### src/rtl/alarm_ringer_if.sv
// Signal bundle between the alarm comparator/buttons side and the ringer.
// master drives the stimulus side, slave is the ringer itself.
interface alarm_ringer_if;
  logic       active;
  logic       sec_tick;
  logic       snooze_btn;
  logic       stop_btn;
  logic       buzzer;
  logic       ringing;
  logic       snoozing;
  logic [3:0] snooze_cnt;

  modport master (
    output active, sec_tick, snooze_btn, stop_btn,
    input  buzzer, ringing, snoozing, snooze_cnt
  );

  modport slave (
    input  active, sec_tick, snooze_btn, stop_btn,
    output buzzer, ringing, snoozing, snooze_cnt
  );
endinterface

### src/rtl/alarm_ringer.sv
// Alarm ringer: turns the rising edge of 'active' into a timed ring session with
// 1 Hz beep, snooze, dismiss and timeout. ALARM_RINGER_ESCALATE_EN: steady buzzer after a snooze.
module alarm_ringer #(
  parameter int RING_SEC   = 60,
  parameter int SNOOZE_SEC = 300,
  parameter int MAX_SNOOZE = 3
) (
  input  logic          clk,
  input  logic          rst,
  alarm_ringer_if.slave bus
);

  typedef enum logic [1:0] {IDLE, RING, SNOOZE} state_t;

  state_t      state, state_n;
  logic        active_q;
  logic [15:0] sec_cnt, sec_cnt_n;
  logic        phase, phase_n;
  logic [3:0]  snz_cnt, snz_cnt_n;
  logic        buzzer_q, buzzer_n;
  logic        ringing_q, snoozing_q;
  logic        rise;

  assign rise = bus.active & ~active_q;

  always_ff @(posedge clk or negedge rst) begin
    if (!rst) begin
      state      <= IDLE;
      active_q   <= 1'b0;
      sec_cnt    <= '0;
      phase      <= 1'b0;
      snz_cnt    <= '0;
      buzzer_q   <= 1'b0;
      ringing_q  <= 1'b0;
      snoozing_q <= 1'b0;
    end else begin
      state      <= state_n;
      active_q   <= bus.active;
      sec_cnt    <= sec_cnt_n;
      phase      <= phase_n;
      snz_cnt    <= snz_cnt_n;
      buzzer_q   <= buzzer_n;
      ringing_q  <= (state_n == RING);
      snoozing_q <= (state_n == SNOOZE);
    end
  end

  always_comb begin
    state_n   = state;
    sec_cnt_n = sec_cnt;
    phase_n   = phase;
    snz_cnt_n = snz_cnt;
    unique case (state)
      IDLE: begin
        if (rise) begin
          state_n   = RING;
          sec_cnt_n = '0;
          phase_n   = 1'b1;
          snz_cnt_n = '0;
        end
      end
      RING: begin
        // stop beats snooze beats tick; a refused snooze lets the tick through
        if (bus.stop_btn) begin
          state_n   = IDLE;
          sec_cnt_n = '0;
          phase_n   = 1'b0;
        end else if (bus.snooze_btn && (snz_cnt < 4'(MAX_SNOOZE))) begin
          state_n   = SNOOZE;
          snz_cnt_n = snz_cnt + 4'd1;
          sec_cnt_n = '0;
          phase_n   = 1'b0;
        end else if (bus.sec_tick) begin
          if (sec_cnt == 16'(RING_SEC - 1)) begin
            state_n   = IDLE;
            sec_cnt_n = '0;
            phase_n   = 1'b0;
          end else begin
            sec_cnt_n = sec_cnt + 16'd1;
            phase_n   = ~phase;
          end
        end
      end
      SNOOZE: begin
        if (bus.stop_btn) begin
          state_n   = IDLE;
          sec_cnt_n = '0;
          phase_n   = 1'b0;
        end else if (bus.sec_tick) begin
          if (sec_cnt == 16'(SNOOZE_SEC - 1)) begin
            state_n   = RING;
            sec_cnt_n = '0;
            phase_n   = 1'b1;
          end else begin
            sec_cnt_n = sec_cnt + 16'd1;
          end
        end
      end
      default: state_n = IDLE;
    endcase
  end

`ifdef ALARM_RINGER_ESCALATE_EN
  assign buzzer_n = (state_n == RING) & (phase_n | (snz_cnt_n != 4'd0));
`else
  assign buzzer_n = (state_n == RING) & phase_n;
`endif

  assign bus.buzzer     = buzzer_q;
  assign bus.ringing    = ringing_q;
  assign bus.snoozing   = snoozing_q;
  assign bus.snooze_cnt = snz_cnt;

endmodule

### src/flat_wrapper.sv
// flat-port wrapper written by rule: the top's interface ports become plain ports
module alarm_ringer_flat 
#(
  parameter int RING_SEC   = 60,
  parameter int SNOOZE_SEC = 300,
  parameter int MAX_SNOOZE = 3
)
  (clk, rst, bus_active, bus_sec_tick, bus_snooze_btn, bus_stop_btn, bus_buzzer, bus_ringing, bus_snoozing, bus_snooze_cnt);
  alarm_ringer_if bus_i ();
  input  logic clk;
  input  logic rst;
  input wire logic [$bits(bus_i.active)-1:0] bus_active;
  input wire logic [$bits(bus_i.sec_tick)-1:0] bus_sec_tick;
  input wire logic [$bits(bus_i.snooze_btn)-1:0] bus_snooze_btn;
  input wire logic [$bits(bus_i.stop_btn)-1:0] bus_stop_btn;
  output wire logic [$bits(bus_i.buzzer)-1:0] bus_buzzer;
  output wire logic [$bits(bus_i.ringing)-1:0] bus_ringing;
  output wire logic [$bits(bus_i.snoozing)-1:0] bus_snoozing;
  output wire logic [$bits(bus_i.snooze_cnt)-1:0] bus_snooze_cnt;
  assign bus_i.active = bus_active;
  assign bus_i.sec_tick = bus_sec_tick;
  assign bus_i.snooze_btn = bus_snooze_btn;
  assign bus_i.stop_btn = bus_stop_btn;
  assign bus_buzzer = bus_i.buzzer;
  assign bus_ringing = bus_i.ringing;
  assign bus_snoozing = bus_i.snoozing;
  assign bus_snooze_cnt = bus_i.snooze_cnt;
  alarm_ringer #(.RING_SEC(RING_SEC), .SNOOZE_SEC(SNOOZE_SEC), .MAX_SNOOZE(MAX_SNOOZE)) u_core (.clk(clk), .rst(rst), .bus(bus_i));
endmodule
### config.mk
export PLATFORM = sky130hd
export DESIGN_NAME = alarm_ringer_flat
export DESIGN_NICKNAME = d
export VERILOG_FILES = /design/src/rtl/alarm_ringer_if.sv /design/src/rtl/alarm_ringer.sv /design/src/flat_wrapper.sv
export SDC_FILE = /design/constraint.sdc
export NUM_CORES = 1
export LEC_CHECK = 0
export CAP_MARGIN = 25
export CORE_UTILIZATION = 40
export DETAILED_ROUTE_END_ITERATION = 16
export GPL_TIMING_DRIVEN = 0
export MAX_ROUTING_LAYER = met4
export PLACE_DENSITY = 0.67
export SLEW_MARGIN = 20
export SYNTH_ARGS = -nofsm -noshare
export SYNTH_HDL_FRONTEND = slang
export SYNTH_SLANG_ARGS = --single-unit
### constraint.sdc
create_clock -name clk -period 2.1 [get_ports clk]
set_input_delay 0.42 -clock clk [delete_from_list [all_inputs] [get_ports clk]]
set_output_delay 0.42 -clock clk [all_outputs]
set_load 0.01 [all_outputs]
### After elaboration in Yosys (flattened, before gate mapping)

Cells that the tools add are included.

| word-level totals | value |
|---|---|
| register bits after elaboration | 27 |
| bits of input ports | 6 |
| logic and storage cells | 63 |
| output and inout bits | 7 |

| operators by class | value |
|---|---|
| muxes and demuxes | 31 |
| add/subtract/negate cells | 2 |
| bitwise gates (word level) | 4 |
| $lt $le $gt $ge | 1 |
| equality and inequality tests | 11 |
| reduce and logical (&&, ||, !) cells | 6 |

Operators by type and width:

| operator | number |
|---|---|
| 16-bit 2-to-1 mux | 8 |
| 16-bit one-hot mux with 3 select lines | 1 |
| 16-bit by 1-bit adder with 16-bit output (second input constant) | 1 |
| 16-bit by 6-bit == test with 1-bit output (second input constant) | 1 |
| 16-bit by 9-bit == test with 1-bit output (second input constant) | 1 |
| 2-bit 2-to-1 mux | 8 |
| 4-bit 2-to-1 mux | 3 |
| 1-bit 2-to-1 mux | 8 |
| 4-bit one-hot mux with 2 select lines | 1 |
| 4-bit AND reduction | 2 |
| 2-bit one-hot mux with 3 select lines | 1 |
| 4-bit by 1-bit adder with 4-bit output (second input constant) | 1 |
| 2-bit by 1-bit == test with 1-bit output (second input constant) | 2 |
| 2-bit == test (second input constant) | 2 |
| 4-bit by 2-bit less-than comparator with 1-bit output (second input constant) | 1 |
| 2-bit by 1-bit inequality test with 1-bit output (second input constant) | 2 |
| 4-bit by 3-bit inequality test with 1-bit output (second input constant) | 1 |
| 3-bit inequality test (second input constant) | 1 |
| 1-bit one-hot mux with 3 select lines | 1 |
| 3-bit nonzero test | 1 |
| 1-bit bitwise AND | 2 |
| 2-bit zero test | 1 |
| 2-bit inequality test (second input constant) | 1 |
| 1-bit NOT | 2 |
| other kinds (2) | 2 |

### Logic depth before layout (Yosys ltp)

Gate-level depths: netlist of the first run.

| depth | value |
|---|---|
| word-level depth | 8 |
| depth in mapped cells | 8 |
| mapped depth without buffers | 7 |

### Least setup slack after synthesis of the first run

Ideal clock, no wire load.

| timing | value |
|---|---|
| path kind | reg-to-reg |
| from | register u_core.snz_cnt[0], in the netlist u_core.bus.snooze_cnt[0] |
| to | register u_core.sec_cnt[11] |
| arrival time | 2.124 ns |
| library setup time | 0.087 ns |
| cell stages (with the launch flop) | 8 |
| required time | 2.013 ns |
| buffers on the path | 1 |
| path slack | -0.110 ns |
| period minus slack after synthesis | 2.210 ns |
| cell sequence | dfrtp_1 ha_1 or4b_2 a21oi_1 o21a_1 nand3_1 buf_2 o211ai_1 |

| between the ends | value |
|---|---|
| cells in the longest elaborated chain, start to end | 5 |
| elaborated cells between the ends (all ways) | 7 |
| classes of those cells | order compare (1); eq/ne (1); mux (3); reduce/logical (2) |

Ends and longest elaborated chain:

| item | line | text |
|---|---|---|
| start: declaration | alarm_ringer.sv:19 | `logic [3:0] snz_cnt, snz_cnt_n;` |
| start signal: assignment | alarm_ringer.sv:41 | `snz_cnt <= snz_cnt_n;` |
| 4-bit by 2-bit less-than comparator with 1-bit output * | alarm_ringer.sv:68 | `end else if (bus.snooze_btn && (snz_cnt < 4'(MAX_SNOOZE))) begin` |
| 1-bit logical AND * | alarm_ringer.sv:68 |  |
| 16-bit 2-to-1 mux | alarm_ringer.sv:68 |  |
| 16-bit 2-to-1 mux | alarm_ringer.sv:64 | `if (bus.stop_btn) begin` |
| 16-bit one-hot mux with 3 select lines | alarm_ringer.sv:53 | `unique case (state)` |
| end signal: assignment | alarm_ringer.sv:39 | `sec_cnt <= sec_cnt_n;` |
| end: declaration | alarm_ringer.sv:17 | `logic [15:0] sec_cnt, sec_cnt_n;` |

Mark *: on every way between the ends. The rest lies on a longest branch, timed or not.
A chain may end at the register's enable or synchronous reset.

### Worst setup path in the final report of the first run

| timing | value |
|---|---|
| from | register u_core.sec_cnt[9] |
| to | register u_core.ringing_q, in the netlist u_core.bus.ringing |

| between the ends | value |
|---|---|
| cells in the longest elaborated chain, start to end | 7 |
| elaborated cells between the ends (all ways) | 11 |
| classes of those cells | eq/ne (3); mux (8) |

Ends and longest elaborated chain:

| item | line | text |
|---|---|---|
| 16-bit by 6-bit == test with 1-bit output | alarm_ringer.sv:74 | `if (sec_cnt == 16'(RING_SEC - 1)) begin` |
| 2-bit 2-to-1 mux | alarm_ringer.sv:74 |  |
| 2-bit 2-to-1 mux | alarm_ringer.sv:73 | `end else if (bus.sec_tick) begin` |
| 2-bit 2-to-1 mux | alarm_ringer.sv:68 |  |
| 2-bit 2-to-1 mux | alarm_ringer.sv:64 |  |
| 2-bit one-hot mux with 3 select lines * | alarm_ringer.sv:53 |  |
| 2-bit by 1-bit == test with 1-bit output * | alarm_ringer.sv:43 | `ringing_q <= (state_n == RING);` |
| end signal: assignment | alarm_ringer.sv:43 |  |
| end: declaration | alarm_ringer.sv:21 | `logic ringing_q, snoozing_q;` |

Marks and branches as above.

==> flow_summary.toml, run 1 <==
[global_routing]
grt_pass1_wl_um = 6886
first_global_vias = 1497
grtUsageTotal = 0.2082
antenna_found_initial = 0
grt_max_degree = 28
grt-ovfl-total = 0

[place]
gp_congestion = 0.7689
port_buffers = 12
detailed_place_hpwl_um = 2678
post_dp_cell_area_um2 = 1922

[floorplan]
initial_core_util = 0.4212
die_area_um2 = 4538
die_w_um = 67.37
fp.dieH_um = 67.37
design.core.area_um2 = 4058
rows = 23
pin_count = 13

[setup_path]
worstSetupPathType = "reg2reg"
rrSetupSlack_ns = -0.13
worst-r2r-cell-count = 6
arrival_ns = 2.46
r2r-start = "u_core.sec_cnt[9]"
crit_required_ns = 2.33
crit_path_start_kind = "flip-flop"
crit_fanout = 3
r2r-end = "u_core.bus.ringing"
cp-end-kind = "flip-flop"

[detailed_routing]
firstDrtPassIters = 4
dr.first_iter.drc_count = 91
dr_wl_met2_um = 2224
drt-total-wl_um = 4385
met1_length_um = 1954
wl_per_cell_um = 16.18
wl_met3_um = 161
num_vias = 1630
drc = 0
antenna_left = 0
avgViaCountPerCell = 6.015
highest-signal-layer = "met4"

[sta]
timing.final.crit_period_ns = 2.233
setup_viol = 19
rsz0062_at_grt = "true"
max_freq_mhz = 447.9
clock_skew_ns = 0.007090
finalCritPeriodShare = 1.063
slew_viol_final = 0
fin_ws_ns = -0.1327
fin_tns_setup_ns = -1.184
slew_headroom = 0.5741
tightest_slew_ns = 0.6330
hold_violations = 0

[outcome]
violations = "negative setup slack"
status = "complete, but fails checks"

[yosys]
synth_edf_count = 0
synth-seq-cells = 27
syn_avg_cell_area_um2 = 9.043
synth_cells = 189
ys_seq_area_frac = 0.3953
ys.flop_type = "dfrtp_1"
synth_nets = 201
synth.distinct_cells = 48
syn_area_um2 = 1709
yosys_warnings = 0
async_reset_ff_frac = 1.000

[worst_hold_path]
hold_path.class = "in2async"

[pwr]
p_leak_nw = 0.8720
vdd_drop_max_v = 0.0003979
power.density_nw_per_um2 = 956.3

[clock_tree]
cts_buffer_depth = 2
numClockSinks = 27
cts_tree = "built"
htree_levels = 1
clk_latency_ns = 0.29
root_buffer = "clkbuf_8"
cts_buffers = 3
clk_pin_slew_worst_paths_ns = 0.10
ctsHoldBuffers = 0

[final_layout]
final_area_um2 = 2265
fin_nets = 234
drive_gt1_frac = 0.2851
diodes = 0
area_growth_pct = 32.50

[run]
drv_cap = 0
[worst max-delay path by stage]
stage / from / endpoint / slack [ns] / depth (start not counted)
floorplan: u_core.sec_cnt[10] / u_core.sec_cnt[15] / 0.01 / 6
global placement: bus_snooze_btn / u_core.sec_cnt[11] / -0.31 / 7
detailed placement: bus_snooze_btn / u_core.sec_cnt[11] / -0.31 / 7
CTS: u_core.sec_cnt[9] / u_core.bus.buzzer / -0.09 / 5
global route: u_core.sec_cnt[10] / u_core.bus.buzzer / -0.26 / 5
finish: u_core.sec_cnt[9] / u_core.bus.ringing / -0.13 / 6
[sequential cells by signal, summed over array words and instances, names as in the netlist]
register / count
u_core.bus.snoozing: 1
u_core.state: 2
u_core.active_q: 1
u_core.phase: 1
u_core.bus.ringing: 1
u_core.bus.snooze_cnt: 4
u_core.sec_cnt: 16
u_core.bus.buzzer: 1
[critical path, cell delays in order (launching register included)]
cell      delay (ns)
dfrtp_1         0.40
or4b_4          0.60
nor4_4          0.41
a41oi_2         0.16
a211oi_2        0.30
buf_4           0.17
and3b_1         0.15
[Yosys cell counts, types with 2 or more instances]
cell      count  area (um2)
ha_1          6       75.07
or3_1         2       12.51
clkbuf_1      6       22.52
a21o_1        2       15.01
a32oi_1       4       35.03
a211oi_1      2       15.01
nor4_1        2       12.51
o22ai_1       2       12.51
nor2_1        6       22.52
nor4_4        2       42.54
nand3_1       8       40.04
or2_2         5       31.28
and2_1        4       25.02
and3_1        2       12.51
a31oi_1       4       25.02
o21ai_1       4       20.02
dfrtp_1      27       675.7
nand4_1      13       81.33
a21oi_1       5       25.02
nand2b_1      4       25.02
o31ai_1       3       22.52
a22o_1        2       17.52
o211ai_1      6       45.04
a211oi_2      2       25.02
nor2b_1       8       50.05
inv_1        10       37.54
o21ai_0       3       15.01
nand2_1      25       93.84
[kinds of logic (layout without fill, tap and decap cells)]
logic type               after synthesis  in the layout  share of synthesized area
XOR/XNOR                               1              1                   0.005125
buffers and inverters                 17             49                    0.03807
AO/OA/AOI/OAI                         46             46                     0.1947
flip-flops                            27             27                     0.3953
adder cells (fa/ha/maj)                6              6                    0.04392
AND/OR/NAND/NOR                       92             92                     0.3228
[where the power goes]
group	internal [W]	leakage [nW]	switching (W)
combinational	0.000551	0.486	0.000659
clock	0.000135	0.0217	0.000181
sequential	0.000585	0.364	0.0000540
[routing by layer]
metal  track usage  vias to the layer above
met4       0.06649                        0
met2        0.3413                       42
li1              -                      773
met1        0.2545                      808
met5             -                        -
met3       0.04392                        7
[cells in the final DEF, fill, tap and decap left out, drive strengths merged, types with 3 or more instances in the layout]
cell type	count
clkbuf	8
nor2	6
and2	4
o21ai	7
a211oi	4
a32oi	4
or2	5
inv	10
nand2b	4
nor4	4
nand4	13
buf	19
nand2	25
ha	6
a21oi	5
o211ai	6
nor2b	8
clkdlybuf4s50	11
nand3	8
o31ai	3
dfrtp	27
a31oi	4
[area by class of cell]
type	count	area [um2]
Fill cell	362	1793
Inverter	10	37.54
Tap cell	50	62.56
Clock buffer	3	41.29
Multi-Input combinational cell	145	1134
Clock inverter	1	7.507
Sequential cell	27	679.4
Buffer	7	52.55
Timing Repair Buffer	28	250.2
[metrics by stage]
step	total power, W	hold slack (ns)	cells	utilization	setup WS, ns
floorplan	0.001220	0.1244	189	-	0.01018
global placement	0.001469	0.4981	251	0.4749	-0.3129
detailed placement	0.001466	0.4714	251	0.4736	-0.3147
CTS	0.001990	0.1516	267	0.5208	-0.08723
global route	0.002305	0.1866	271	0.5581	-0.2571
finish	0.002166	0.1355	271	0.5581	-0.1327
[what timing repair did]
item,in CTS,in global routing
setup endpoints to repair,18,22
gates resized for setup,12,30
cloned,1,1
buffers inserted,11,3
pin swaps,14,11
No activity file was read; power rests on OpenSTA's default activity.
==> run 2: changes to the inputs <==
--- a/config.mk
+++ b/config.mk
@@ -7,8 +7,8 @@
 export LEC_CHECK = 0
 export CAP_MARGIN = 25
 export CORE_UTILIZATION = 40
+export CTS_CLUSTER_DIAMETER = 80
 export DETAILED_ROUTE_END_ITERATION = 16
-export GPL_TIMING_DRIVEN = 0
 export MAX_ROUTING_LAYER = met4
 export PLACE_DENSITY = 0.67
 export SLEW_MARGIN = 20
==> flow_summary.toml, run 2 (synthesis results as in run 1) <==
[outcome]
status = "complete, but fails checks"
violations = "negative setup slack"

[floorplan]
pin_count = 13
design.core.area_um2 = 4058
rows = 23
die_area_um2 = 4538
initial_core_util = 0.4212
fp.dieH_um = 67.37
die_w_um = 67.37

[sta]
rsz0062_at_grt = "true"
fin_tns_setup_ns = -0.9303
slew_headroom = 0.6577
clock_skew_ns = 0.006007
hold_slack_ns = 0.4968
slew_viol_final = 0
timing.final.crit_period_ns = 2.211
finalCritPeriodShare = 1.053
fin_ws_ns = -0.1111
setup_viol = 17
hold_violations = 0
tightest_slew_ns = 0.5115
max_freq_mhz = 452.3

[pwr]
vdd_drop_max_v = 0.0003737
power.density_nw_per_um2 = 896.4
power_w = 0.002188
p_leak_nw = 1.026

[setup_path]
crit_required_ns = 2.33
arrival_ns = 2.44
crit_fanout = 5
rrSetupSlack_ns = -0.11
r2r-start = "u_core.sec_cnt[15]"
r2r-end = "u_core.bus.ringing"
crit_path_start_kind = "flip-flop"
cp-end-kind = "flip-flop"
worstSetupPathType = "reg2reg"
worst-r2r-cell-count = 6

[run]
drv_cap = 0

[detailed_routing]
drt-total-wl_um = 4428
avgViaCountPerCell = 5.625
num_vias = 1665
firstDrtPassIters = 4
antenna_left = 0
dr.first_iter.drc_count = 57
wl_per_cell_um = 14.96
drc = 0

[place]
gp_congestion = 0.8662
port_buffers = 12
dpl.cell_count = 287
detailed_place_hpwl_um = 3140

[clock_tree]
cts_buffers = 3
root_buffer = "clkbuf_8"
cts_buffer_depth = 2
htree_levels = 1
ctsHoldBuffers = 0
cts_tree = "built"
clk_pin_slew_worst_paths_ns = 0.10
clk_latency_ns = 0.28
numClockSinks = 27

[global_routing]
antenna_found_initial = 0
grt-ovfl-total = 0
grt_pass1_wl_um = 7424
first_global_vias = 1603
grt_max_degree = 28
grtUsageTotal = 0.2283

[final_layout]
final_core_util = 0.6016
drive_gt1_frac = 0.3293
fillers = 358
diodes = 0
final_cells = 296
largest-register = "u_core.sec_cnt"
final_cell_mix = "buf_4, dfrtp_1, nand2_1"
area_growth_pct = 42.83
final_common_cell = "buf_4"
largest_reg_flops = 16
fin_nets = 259
multi_input_area_um2 = 1105
seqCellArea_um2 = 675.6

[worst_hold_path]
hold_path.class = "in2async"
run 2: per-layer routing:
layer | global-route usage | wire length (um) | share of wire
met1 | 0.2899 | 2064 | 0.47
met4 | 0.07979 | 80 | 0.018
met2 | 0.3738 | 2199 | 0.50
met5 | - | 0 | 0
met3 | 0.02703 | 83 | 0.019
run 2: stage by stage:
| stage | cell area, um2 | setup slack [ns] |
|---|---|---|
| finish | 2441 | -0.1111 |
| CTS | 2369 | -0.07913 |
| detailed placement | 2207 | -0.2268 |
| global placement | 2207 | -0.2472 |
| global route | 2441 | -0.2308 |
| floorplan | 1744 | 0.01018 |
run 2: worst max-delay path, cell delays in order, from the launching register on:
cell and delay, ns:
dfrtp_1 0.40, or4_4 0.59, nor4_4 0.46, a211oi_1 0.15, a211oi_2 0.24, buf_4 0.17
and3b_1 0.15
run 2: timing repair:
item                                    in CTS  in global routing
hold endpoints to repair                     0                  0
setup buffers                                3                  2
resized for setup                           14                 12
endpoints found under the setup margin       6                 21
pin swaps                                   13                 15
run 2: report_power, final:
part | leakage, nW | switching (W) | internal (W) | total (W)
combinational | 0.634 | 0.000653 | 0.000590 | 0.00124
clock | 0.0217 | 0.000182 | 0.000135 | 0.000317
sequential | 0.369 | 0.0000430 | 0.000585 | 0.000628
total | 1.03 | 0.000878 | 0.00131 | 0.00219
run 2: final cells by class:
| type | count | area share |
|---|---|---|
| Inverter | 10 | 0.01538 |
| Clock buffer | 3 | 0.01691 |
| Clock inverter | 1 | 0.003075 |
| Multi-Input combinational cell | 145 | 0.4526 |
| Sequential cell | 27 | 0.2768 |
| Timing Repair Buffer | 60 | 0.2096 |
| Tap cell | 50 | 0.02563 |
run 2: worst max path at each step:
| stage | depth (start not counted) | end | slack, ns | startpoint |
|---|---|---|---|---|
| 5_1_grt | 8 | u_core.sec_cnt[4] | -0.23 | u_core.sec_cnt[7] |
| 3_5_place_dp | 7 | u_core.sec_cnt[14] | -0.23 | bus_snooze_btn |
| 4_1_cts | 5 | u_core.bus.buzzer | -0.08 | u_core.sec_cnt[7] |
| 2_1_floorplan | 6 | u_core.sec_cnt[15] | 0.01 | u_core.sec_cnt[10] |
| 3_3_place_gp | 7 | u_core.sec_cnt[9] | -0.25 | bus_stop_btn |
| 6_report | 6 | u_core.bus.ringing | -0.11 | u_core.sec_cnt[15] |
